### src/rtl/pixel_tx_framer_if.sv
// Pixel-in / UART-out signal bundle for pixel_tx_framer.
// The slave modport is the framer itself; the master modport is its environment.
interface pixel_tx_framer_if #(
  parameter int DEPTH_LOG2 = 4
);
  logic                  pix_valid;
  logic [7:0]            pix_data;
  logic                  busy_tx;
  logic                  transmit;
  logic [7:0]            data_tx;
  logic                  frame_done;
  logic                  overflow;
  logic [DEPTH_LOG2:0]   fifo_level;

  modport master (
    output pix_valid, pix_data, busy_tx,
    input  transmit, data_tx, frame_done, overflow, fifo_level
  );

  modport slave (
    input  pix_valid, pix_data, busy_tx,
    output transmit, data_tx, frame_done, overflow, fifo_level
  );
endinterface

### src/rtl/pixel_tx_framer.sv
// Buffers pixel bytes in a FIFO and sends SYNC + FRAME_LEN bytes per frame to a UART.
// Optional trailing checksum byte when PIXEL_TX_FRAMER_CHECKSUM_EN is defined.
module pixel_tx_framer #(
  parameter int         DEPTH_LOG2 = 4,
  parameter int         FRAME_LEN  = 64,
  parameter logic [7:0] SYNC_BYTE  = 8'hA5
) (
  input  logic              clk,
  input  logic              rst_n,
  pixel_tx_framer_if.slave  bus
);

  localparam int         DEPTH       = 1 << DEPTH_LOG2;
  localparam logic [7:0] FRAME_LEN_B = 8'(FRAME_LEN);
  localparam logic [DEPTH_LOG2:0] PTR_ONE = (DEPTH_LOG2+1)'(1);

  typedef enum logic [2:0] {
    IDLE,
    SEND,
    WAIT_HI,
    WAIT_LO,
    DATA,
    DONE
`ifdef PIXEL_TX_FRAMER_CHECKSUM_EN
    , CSUM
`endif
  } state_t;

  state_t              state_q, state_d;
  logic [7:0]          mem_q [DEPTH];
  logic [7:0]          mem_d [DEPTH];
  logic [DEPTH_LOG2:0] wr_ptr_q, wr_ptr_d;
  logic [DEPTH_LOG2:0] rd_ptr_q, rd_ptr_d;
  logic [7:0]          cnt_q, cnt_d;
  logic [7:0]          data_tx_q, data_tx_d;
  logic                overflow_q, overflow_d;
`ifdef PIXEL_TX_FRAMER_CHECKSUM_EN
  logic [7:0]          sum_q, sum_d;
  logic                csum_sent_q, csum_sent_d;
`endif

  logic                empty;
  logic                full;
  logic                push;
  logic                pop;
  logic                drop;
  logic [7:0]          head;
  logic                transmit;
  logic                frame_done;

  assign empty = (wr_ptr_q == rd_ptr_q);
  assign full  = (wr_ptr_q[DEPTH_LOG2] != rd_ptr_q[DEPTH_LOG2]) &&
                 (wr_ptr_q[DEPTH_LOG2-1:0] == rd_ptr_q[DEPTH_LOG2-1:0]);
  assign head  = mem_q[rd_ptr_q[DEPTH_LOG2-1:0]];

  // The FSM is the only consumer; a pop in the same cycle frees room for a push when full.
  assign pop  = (state_q == DATA) && !empty;
  assign push = bus.pix_valid && (!full || pop);
  assign drop = bus.pix_valid && full && !pop;

  always_comb begin
    mem_d = mem_q;
    if (push) begin
      mem_d[wr_ptr_q[DEPTH_LOG2-1:0]] = bus.pix_data;
    end
    wr_ptr_d   = push ? (wr_ptr_q + PTR_ONE) : wr_ptr_q;
    rd_ptr_d   = pop  ? (rd_ptr_q + PTR_ONE) : rd_ptr_q;
    overflow_d = overflow_q | drop;
  end

  always_comb begin
    state_d    = state_q;
    cnt_d      = cnt_q;
    data_tx_d  = data_tx_q;
    transmit   = 1'b0;
    frame_done = 1'b0;
`ifdef PIXEL_TX_FRAMER_CHECKSUM_EN
    sum_d       = sum_q;
    csum_sent_d = csum_sent_q;
`endif
    case (state_q)
      IDLE: begin
        cnt_d = 8'd0;
`ifdef PIXEL_TX_FRAMER_CHECKSUM_EN
        sum_d       = 8'd0;
        csum_sent_d = 1'b0;
`endif
        if (!empty) begin
          data_tx_d = SYNC_BYTE;
          state_d   = SEND;
        end
      end
      SEND: begin
        if (!bus.busy_tx) begin
          transmit = 1'b1;
          state_d  = WAIT_HI;
        end
      end
      WAIT_HI: begin
        if (bus.busy_tx) begin
          state_d = WAIT_LO;
        end
      end
      // cnt_q is 0 right after SYNC, so the same compare covers SYNC and data bytes.
      WAIT_LO: begin
        if (!bus.busy_tx) begin
          if (cnt_q < FRAME_LEN_B) begin
            state_d = DATA;
          end else begin
`ifdef PIXEL_TX_FRAMER_CHECKSUM_EN
            state_d = csum_sent_q ? DONE : CSUM;
`else
            state_d = DONE;
`endif
          end
        end
      end
      DATA: begin
        if (!empty) begin
          data_tx_d = head;
          cnt_d     = cnt_q + 8'd1;
          state_d   = SEND;
`ifdef PIXEL_TX_FRAMER_CHECKSUM_EN
          sum_d     = sum_q + head;
`endif
        end
      end
`ifdef PIXEL_TX_FRAMER_CHECKSUM_EN
      CSUM: begin
        data_tx_d   = ~sum_q + 8'd1;
        csum_sent_d = 1'b1;
        state_d     = SEND;
      end
`endif
      DONE: begin
        frame_done = 1'b1;
        cnt_d      = 8'd0;
        state_d    = IDLE;
      end
      default: begin
        state_d = IDLE;
      end
    endcase
  end

  always_ff @(posedge clk or negedge rst_n) begin
    if (!rst_n) begin
      state_q    <= IDLE;
      wr_ptr_q   <= '0;
      rd_ptr_q   <= '0;
      cnt_q      <= 8'd0;
      data_tx_q  <= 8'h00;
      overflow_q <= 1'b0;
      for (int i = 0; i < DEPTH; i++) begin
        mem_q[i] <= 8'h00;
      end
`ifdef PIXEL_TX_FRAMER_CHECKSUM_EN
      sum_q       <= 8'd0;
      csum_sent_q <= 1'b0;
`endif
    end else begin
      state_q    <= state_d;
      wr_ptr_q   <= wr_ptr_d;
      rd_ptr_q   <= rd_ptr_d;
      cnt_q      <= cnt_d;
      data_tx_q  <= data_tx_d;
      overflow_q <= overflow_d;
      mem_q      <= mem_d;
`ifdef PIXEL_TX_FRAMER_CHECKSUM_EN
      sum_q       <= sum_d;
      csum_sent_q <= csum_sent_d;
`endif
    end
  end

  assign bus.transmit   = transmit;
  assign bus.data_tx    = data_tx_q;
  assign bus.frame_done = frame_done;
  assign bus.overflow   = overflow_q;
  assign bus.fifo_level = wr_ptr_q - rd_ptr_q;

endmodule

### src/flat_wrapper.sv
// flat-port wrapper written by rule: the top's interface ports become plain ports
module pixel_tx_framer_flat 
#(
  parameter int         DEPTH_LOG2 = 4,
  parameter int         FRAME_LEN  = 64,
  parameter logic [7:0] SYNC_BYTE  = 8'hA5
)
  (clk, rst_n, bus_pix_valid, bus_pix_data, bus_busy_tx, bus_transmit, bus_data_tx, bus_frame_done, bus_overflow, bus_fifo_level);
  pixel_tx_framer_if #(.DEPTH_LOG2(DEPTH_LOG2)) bus_i ();
  input  logic clk;
  input  logic rst_n;
  input wire logic [$bits(bus_i.pix_valid)-1:0] bus_pix_valid;
  input wire logic [$bits(bus_i.pix_data)-1:0] bus_pix_data;
  input wire logic [$bits(bus_i.busy_tx)-1:0] bus_busy_tx;
  output wire logic [$bits(bus_i.transmit)-1:0] bus_transmit;
  output wire logic [$bits(bus_i.data_tx)-1:0] bus_data_tx;
  output wire logic [$bits(bus_i.frame_done)-1:0] bus_frame_done;
  output wire logic [$bits(bus_i.overflow)-1:0] bus_overflow;
  output wire logic [$bits(bus_i.fifo_level)-1:0] bus_fifo_level;
  assign bus_i.pix_valid = bus_pix_valid;
  assign bus_i.pix_data = bus_pix_data;
  assign bus_i.busy_tx = bus_busy_tx;
  assign bus_transmit = bus_i.transmit;
  assign bus_data_tx = bus_i.data_tx;
  assign bus_frame_done = bus_i.frame_done;
  assign bus_overflow = bus_i.overflow;
  assign bus_fifo_level = bus_i.fifo_level;
  pixel_tx_framer #(.DEPTH_LOG2(DEPTH_LOG2), .FRAME_LEN(FRAME_LEN), .SYNC_BYTE(SYNC_BYTE)) u_core (.clk(clk), .rst_n(rst_n), .bus(bus_i));
endmodule
### config.mk
export PLATFORM = sky130hd
export DESIGN_NAME = pixel_tx_framer_flat
export DESIGN_NICKNAME = d
export VERILOG_FILES = /design/src/rtl/pixel_tx_framer_if.sv /design/src/rtl/pixel_tx_framer.sv /design/src/flat_wrapper.sv
export SDC_FILE = /design/constraint.sdc
export NUM_CORES = 1
export LEC_CHECK = 0
export CORE_UTILIZATION = 50
export DETAILED_ROUTE_END_ITERATION = 10
export PLACE_DENSITY = 0.67
export RECOVER_POWER = 100
export SYNTH_ARGS = -nofsm -noshare
export SYNTH_HDL_FRONTEND = slang
export SYNTH_SLANG_ARGS = --single-unit
### constraint.sdc
create_clock -name clk -period 3.25 [get_ports clk]
set_input_delay 0.325 -clock clk [delete_from_list [all_inputs] [get_ports clk]]
set_output_delay 0.325 -clock clk [all_outputs]
set_load 0.03 [all_outputs]
==> impl_metrics.toml, run 1 <==
[route]
drc = 0
vias = 4301
via_per_inst = 5.87
ant_nets = 0
drtIter0Drc = 204
dr.pass1.iters = 4
drt-total-wl_um = 15700
routedWlPerCell_um = 21.4

[timing]
period_share = 0.935
tightest_slew_ns = 1.96
rsz0062_at_grt = "no"
fmax_mhz = 329
finalCriticalPeriod_ns = 3.04
slew-limit-headroom = -0.308
setup-violations-final = 0
hold_violations = 0
fin_skew_ns = 0.0124
tns_ns = 0
report.final.slew_viol_count = 79

[critical_path]
critPathKind = "reg -> out"
start_kind = "flip-flop"
reg2reg_depth = 6
end_kind = "output pin"
cp.arrival_ns = 2.71
required_ns = 2.92
cp_max_fo = 5
rrSetupSlack_ns = 0.37

[yosys]
yosys-top-cells-area = "dfrtp_1 (53%), mux2_2 (15%), mux4_2 (9.7%)"
yosysSeqAreaShare = 0.534
netlist_instances = 511
yosysTopAreaCell = "dfrtp_1"
synth_edf_count = 0
netlist_area_mm2 = 0.00740
synth.distinct_cells = 47
yosysTopAreaCellShare = 0.534
synthFlopType = "dfrtp_1"
synth_fp_nets = 534
synth-seq-cells = 158
ys_async_sr_fraction = 1.00
yosysWarnings = 0
postSynthAreaPerCell_um2 = 14.5

[layout]
layout_common_cells = "dfrtp_1 (157), mux2_2 (97), mux4_2 (32), mux2_1 (32), nand2_1 (30)"
num-nets-final = 559
final_common_cell = "dfrtp_1"
diodes = 0
drive_above_1_share = 0.315
area_delta_synth_final_pct = 13.4
multi_input_area_mm2 = 0.00323
final_area_mm2 = 0.00839
regArea_mm2 = 0.00396
fillerInstances = 1142

[run_status]
status = "finished with violations"
violations = "capacitance limit, slew limit"

[global_routing]
overflow = 0
antenna_found_initial = 1
grt_pass1_wl_um = 25000
grt_pass1_vias = 4466
grt_max_degree = 79
grtUsageTotal = 0.229

[job]
cap_viol_max_count = 1

[clock_tree]
cts-buffers-inserted = 17
htreeDepth = 4
root_buffer = "clkbuf_16"
postCtsSetupRepairBufs = 0
cts_sinks = 158
tritoncts = "done"
clk_pin_slew_worst_paths_ns = 0.06
clkLatencyLatePin_ns = 0.43
clk_path_buf_depth = 2

[floorplan]
core_area_mm2 = 0.0145
fp.dieH_um = 124
dieArea_mm2 = 0.0153
io_pins = 28
rows = 44
die_x_um = 124
start_util = 0.511

[hold_path]
holdPathStages = 1
hp-class = "reg -> reg"

[pwr]
vdd_drop_max_mv = 0.542
totalPowerFinal_mw = 8.62
leakage_nw = 3.63
power.density_mw_per_mm2 = 1030

[place]
port_buffers = 27
placed_cell_area_mm2 = 0.00782
place_congestion = 0.793
hpwl_um = 10400
## per-layer routing
metal  track usage  up-vias  part of all wire
met1         0.310     2233              0.46
met2         0.358       97              0.48
li1              -     1943                 -
met3        0.0481       26             0.035
met4        0.0964        2             0.022
met5             0        -           0.00083
## state kept, by name (all words and copies together) (netlist names)
signal,cells
u_core.rd_ptr_q,5
u_core.bus.overflow,1
u_core.wr_ptr_q,5
u_core.mem_q,128
u_core.cnt_q,8
u_core.bus.data_tx,8
u_core.state_q,3
## cells in the mapped netlist, types with 2 or more instances
master / instances
ha_1: 10
o211ai_1: 2
mux2i_1: 12
inv_1: 9
xnor2_1: 12
mux4_2: 32
nand4_1: 5
nand2b_1: 2
and3_1: 5
xor2_1: 3
nor2_1: 10
clkbuf_1: 15
nor2b_1: 3
and4_1: 2
a21o_1: 2
mux2_1: 32
a31oi_1: 4
a211oi_1: 4
nand2_2: 3
nand2_1: 27
o22ai_1: 4
buf_1: 2
dfrtp_1: 158
a22o_1: 4
o31ai_1: 2
a21oi_1: 3
nor3b_1: 3
nor3_1: 2
o21ai_0: 5
a31oi_2: 3
mux2_2: 97
buf_2: 9
buf_4: 4
nand3_1: 8
## report_power, final
part           switching (mW)  total (mW)  internal (mW)  leakage [nW]
sequential              0.519        3.38           2.86          1.96
combinational            1.53        3.20           1.67          1.38
clock                   0.822        2.04           1.22         0.288
## through the flow
stage	setup slack, ns	util	instances	hold WS, ns
3_3_place_gp	0.579	0.540	700	0.405
5_1_grt	0.0283	0.579	733	0.496
6_report	0.210	0.579	733	0.470
3_5_place_dp	0.459	0.540	700	0.418
4_1_cts	0.194	0.583	733	0.481
2_1_floorplan	0.373	-	511	0.0294
## final cells by class
class | count | share of cell area
Timing Repair Buffer | 36 | 0.0386
Tap cell | 184 | 0.0274
Sequential cell | 158 | 0.472
Inverter | 10 | 0.00447
Multi-Input combinational cell | 313 | 0.385
Clock buffer | 17 | 0.0507
Clock inverter | 15 | 0.0225
## repair_timing
| action | 4_1_cts | 5_1_grt |
|---|---|---|
| hold buffers | 1 | 0 |
| gates resized for setup | 0 | 0 |
| hold endpoints to repair | 75 | 0 |
## worst paths after layout
kind | start | to
setup / recovery | u_core.wr_ptr_q[0] | bus_fifo_level[4]
setup reg to reg | u_core.rd_ptr_q[3] | u_core.mem_q[0]
min in group asynchronous | rst_n | u_core.cnt_q[2]
hold reg to reg | u_core.bus.overflow | u_core.bus.overflow
max in group asynchronous | rst_n | u_core.mem_q[60]
hold / removal | u_core.bus.overflow | u_core.bus.overflow
## kinds of logic (layout without fill, tap and decap cells)
group / Yosys count / after routing / synth area share
AOI/OAI and AO/OA: 39 / 39 / 0.0402
xor gates and xnor gates: 16 / 16 / 0.0215
adders and majority gates: 11 / 11 / 0.0196
buffers and inverters: 40 / 78 / 0.0238
DFF: 158 / 158 / 0.534
muxes: 173 / 173 / 0.310
and+or+nand+nor: 74 / 74 / 0.0504
## worst max-delay path, stage by stage, from the launching register on
cell and delay [ns]:
dfrtp_1 0.45, inv_1 0.12, ha_1 0.23, fa_1 0.40
inv_1 0.07, a21o_1 0.10, a21oi_1 0.07, xnor2_1 0.16
clkdlybuf4s50_1 0.69
Note: power is estimated with default switching activity, not from simulation.
==> inputs of run 2 (changes only) <==
CORE_MARGIN = 5   (was unset)
==> impl_metrics.toml, run 2 (synthesis gave the netlist of run 1 again) <==
[global_routing]
grtUsageTotal = 0.194
grt_max_degree = 84
grt_pass1_vias = 4734
grt_pass1_wl_um = 26200
antenna_found_initial = 0
overflow = 0

[pwr]
vdd_drop_max_mv = 0.485
p_clk_frac = 0.247
p_comb_frac = 0.366
p_sw_mw = 2.83
swShare = 0.323
power.density_mw_per_mm2 = 1040
intPower_mw = 5.93
leakage_nw = 3.67
p_seq_frac = 0.387

[layout]
diodes = 0
area_delta_synth_final_pct = 14.0
fillerInstances = 1148
regArea_mm2 = 0.00396
multi_input_area_mm2 = 0.00323
regMostFlops = "u_core.mem_q"
largest_reg_flops = 128
drive_above_1_share = 0.315
final_common_cell = "dfrtp_1"
num-nets-final = 559
layout_common_cells = "dfrtp_1 (157), mux2_2 (97), mux4_2 (32), mux2_1 (32), nand2_1 (30)"

[place]
hpwl_um = 10600
port_buffers = 27
place_congestion = 0.803

[critical_path]
reg2reg_depth = 6
timing.rr.end = "u_core.mem_q[3]"
cp.arrival_ns = 2.75
r2r-start = "u_core.rd_ptr_q[3]"
cp_max_fo = 5
crit_buf_inv = 3
cp_common_cell = "inv_1"
required_ns = 2.92
cpPeakStageDelay_ns = 0.72
cp_cell_sequence = "inv_1 > ha_1 > fa_1 > inv_1 > a21o_1 > a21oi_1 > xnor2_1 > clkdlybuf4s50_1"
rrSetupSlack_ns = 0.38
cpLargestDelayFamily = "buffers and inverters"
start_kind = "flip-flop"
end_kind = "output pin"
critPathKind = "reg -> out"
crit_slowest_cell = "clkdlybuf4s50_1"

[clock_tree]
cts_sinks = 158
clk_pin_slew_worst_paths_ns = 0.06
cts-buffers-inserted = 17
clkLatencyLatePin_ns = 0.42
tritoncts = "done"
postCtsSetupRepairBufs = 0
htreeDepth = 4
clk_path_buf_depth = 2
root_buffer = "clkbuf_16"

[route]
via_per_inst = 5.92
ant_nets = 0
vias = 4338
dr.pass1.iters = 4
drtIter0Drc = 314
routedWlPerCell_um = 21.5
drt-total-wl_um = 15700
drc = 0

[timing]
period_share = 0.947
rsz0062_at_grt = "no"
fin_hold_ws_ns = 0.483
hold_violations = 0
slew-limit-headroom = -0.383
fin_skew_ns = 0.0112
report.final.slew_viol_count = 83
fmax_mhz = 325
setup-violations-final = 0
tightest_slew_ns = 2.07
finalCriticalPeriod_ns = 3.08
tns_ns = 0

[hold_path]
hp-class = "reg -> reg"
hold_path_end = "u_core.bus.overflow"
holdPathStages = 1
worstHoldStart = "u_core.bus.overflow"

[job]
cap_viol_max_count = 1

[floorplan]
dieArea_mm2 = 0.0173
start_util = 0.509
die_x_um = 132
fp.dieH_um = 132
rows = 44
core_area_mm2 = 0.0145
io_pins = 28

[run_status]
violations = "capacitance limit, slew limit"
status = "finished with violations"
run 2: changes by cell type in the layout (fill, tap and decap cells not counted), moves of 2 or more:
cell        delta
bufinv_16      +2
clkbuf_2       -2
clkbuf_8       +2
clkinv_2       +6
clkinv_4       -5
clkinvlp_4     -3
run 2: worst max path at each step:
stage,startpoint,end,slack (ns),cells after the start
2_1_floorplan,u_core.rd_ptr_q[2],u_core.mem_q[0],0.37,11
3_3_place_gp,u_core.rd_ptr_q[3],u_core.mem_q[17],0.57,6
4_1_cts,u_core.wr_ptr_q[0],bus_fifo_level[4],0.12,8
5_1_grt,u_core.wr_ptr_q[0],bus_fifo_level[4],0.009,8
6_report,u_core.wr_ptr_q[0],bus_fifo_level[4],0.17,8
3_5_place_dp,u_core.rd_ptr_q[3],u_core.mem_q[23],0.51,6
run 2: layer usage:
layer  wire, um  global-route usage  vias up  share of wire
li1           -                   -     1936              -
met1       7030               0.264     2278           0.45
met2       7530               0.304       90           0.48
met3        649              0.0409       34          0.041
met4        513              0.0823        0          0.033
met5          0                   0        -              0
run 2: area by class of cell:
type | count | area share
sequential | 158 | 0.469
clock buffer | 19 | 0.0537
clock inverter | 13 | 0.0228
inverter | 10 | 0.00445
multi-input combinational | 313 | 0.382
tap | 184 | 0.0273
timing repair buffer | 36 | 0.0405
run 2: power by group through the flow:
stage	sequential, mW	clock, mW	combinational, mW
2_1_floorplan	3.30	0	2.40
3_3_place_gp	3.34	0	3.21
3_5_place_dp	3.41	0	3.31
4_1_cts	3.38	2.20	3.33
5_1_grt	3.50	2.28	3.50
6_report	3.39	2.17	3.21
run 2: timing repair:
item                                   4_1_cts  5_1_grt
hold buffers                                 1        0
resized for setup                            0        0
endpoints found under the hold margin       81        0
run 2: through the flow:
stage / cell area, um2 / worst slack, ns / std cells / power (mW) / utilization
floorplan: 7400 / 0.373 / 511 / 5.70 / -
global placement: 7840 / 0.570 / 700 / 6.56 / 0.539
detailed placement: 7840 / 0.508 / 700 / 6.72 / 0.539
CTS: 8490 / 0.116 / 733 / 8.92 / 0.584
global route: 8440 / 0.00937 / 733 / 9.28 / 0.580
finish: 8440 / 0.172 / 733 / 8.76 / 0.580
==> inputs of run 3 (changes only) <==
CORE_ASPECT_RATIO = 1.75   (was unset)
HOLD_SLACK_MARGIN = 0.02   (was unset)
==> impl_metrics.toml, run 3 (synthesis gave the netlist of run 1 again) <==
[pwr]
p_sw_mw = 2.81
vdd_drop_max_mv = 0.344
leakage_nw = 3.65
p_clk_frac = 0.240
intPower_mw = 5.81
swShare = 0.326
power.density_mw_per_mm2 = 1020
p_comb_frac = 0.366
totalPowerFinal_mw = 8.62
p_seq_frac = 0.394

[floorplan]
rows = 58
fp.dieH_um = 171
core_area_mm2 = 0.0144
start_util = 0.512
dieArea_mm2 = 0.0174
die_x_um = 102
io_pins = 28

[critical_path]
rrSetupSlack_ns = 0.39
end_kind = "output pin"
cpPeakStageDelay_ns = 0.69
reg2reg_depth = 7
start_kind = "flip-flop"
r2r-start = "u_core.rd_ptr_q[3]"
critPathKind = "reg -> out"
cp_cell_sequence = "inv_1 > ha_1 > fa_1 > inv_1 > a21o_1 > a21oi_1 > xnor2_1 > clkdlybuf4s50_1"
crit_slowest_cell = "clkdlybuf4s50_1"
timing.rr.end = "u_core.cnt_q[5]"
cp_common_cell = "inv_1"
required_ns = 2.92
cp.arrival_ns = 2.69
cp_max_fo = 5

[layout]
fillerInstances = 1137
drive_above_1_share = 0.315
largest_reg_flops = 128
diodes = 0
fin_util = 0.583
area_delta_synth_final_pct = 13.7
regMostFlops = "u_core.mem_q"
layout_common_cells = "dfrtp_1 (157), mux2_2 (97), mux4_2 (32), mux2_1 (32), nand2_1 (30)"
final_common_cell = "dfrtp_1"
num-nets-final = 560

[hold_path]
worstHoldStart = "u_core.bus.overflow"
hold_path_end = "u_core.bus.overflow"
hp-class = "reg -> reg"
holdPathStages = 1

[clock_tree]
clk_pin_slew_worst_paths_ns = 0.06
cts_resized = 0
cts_sinks = 158
htreeDepth = 4
root_buffer = "clkbuf_16"
clk_path_buf_depth = 2
clkLatencyLatePin_ns = 0.42
cts-buffers-inserted = 17
holdBufCountCts = 1
postCtsSetupRepairBufs = 0
tritoncts = "done"

[route]
routedWlPerCell_um = 22.9
dr.pass1.iters = 4
drc = 0
drt-total-wl_um = 16700
via_per_inst = 5.98
ant_nets = 0
vias = 4368
drtIter0Drc = 207

[timing]
report.final.slew_viol_count = 75
setup-violations-final = 0
tns_ns = 0
fmax_mhz = 332
tightest_slew_ns = 1.93
fin_hold_ws_ns = 0.473
hold_violations = 0
finalCriticalPeriod_ns = 3.02
period_share = 0.928
fin_skew_ns = 0.00822
rsz0062_at_grt = "no"
slew-limit-headroom = -0.289
setup_ws_ns = 0.235

[global_routing]
grt_pass1_vias = 4671
grt_pass1_wl_um = 26600
antenna_found_initial = 0
overflow = 0
grt_max_degree = 76
grtUsageTotal = 0.208

[job]
cap_viol_max_count = 1

[place]
place_congestion = 0.877
hpwl_um = 11300
port_buffers = 27
place_ws_ns = 0.504

[run_status]
status = "finished with violations"
violations = "capacitance limit, slew limit"
==> run 3: cell count changes in the layout (fill, tap and decap cells not counted), moves of 2 or more <==
cell	change
clkinv_4	+3
bufinv_16	-2
clkinv_2	-4
inv_6	+2
==> run 3: area by class of cell <==
class	count	area, um2	area share
flip-flops and latches	158	3960	0.470
multi-input cells	313	3230	0.384
clock buffers	20	467	0.0555
repair buffers	37	345	0.0410
well taps	180	225	0.0268
clock inverters	12	156	0.0186
inverters	10	37.5	0.00446
==> run 3: critical path, delay by kind of cell (launching register included) <==
family          cells  cell delay (ns)
flops               1             0.44
fa+ha+maj           2             0.62
compound gates      2             0.17
xor+xnor            1             0.16
buf+inv             3             0.87
==> run 3: how the worst max path moves through the flow <==
stage / cells after the start / slack [ns] / endpoint / start
after floorplan: 11 / 0.37 / u_core.mem_q[0] / u_core.rd_ptr_q[2]
after global placement: 6 / 0.59 / u_core.mem_q[19] / u_core.rd_ptr_q[3]
after detailed placement: 6 / 0.50 / u_core.mem_q[31] / u_core.rd_ptr_q[3]
after CTS: 8 / 0.20 / bus_fifo_level[4] / u_core.wr_ptr_q[0]
after global routing: 8 / 0.07 / bus_fifo_level[4] / u_core.wr_ptr_q[0]
final: 8 / 0.23 / bus_fifo_level[4] / u_core.wr_ptr_q[0]
==> run 3: power groups by stage <==
stage / logic, mW / registers (mW) / clock network (mW)
5_1_grt: 3.43 / 3.50 / 2.18
3_3_place_gp: 3.20 / 3.34 / 0
4_1_cts: 3.29 / 3.39 / 2.09
6_report: 3.16 / 3.39 / 2.07
2_1_floorplan: 2.40 / 3.30 / 0
3_5_place_dp: 3.28 / 3.42 / 0
==> run 3: through the flow <==
step                      cells  area [um2]
after floorplan             511        7400
after global placement      697        7840
after detailed placement    697        7840
after CTS                   730        8470
after global routing        730        8410
final                       730        8410
==> run 3: routing by layer <==
layer  part of all wire  global-route usage  up-vias
li1                   -                   -     1938
met1               0.39               0.249     2302
met2               0.53               0.355       96
met3              0.040              0.0445       32
met4              0.038              0.0971        0
met5                  0                   0        -
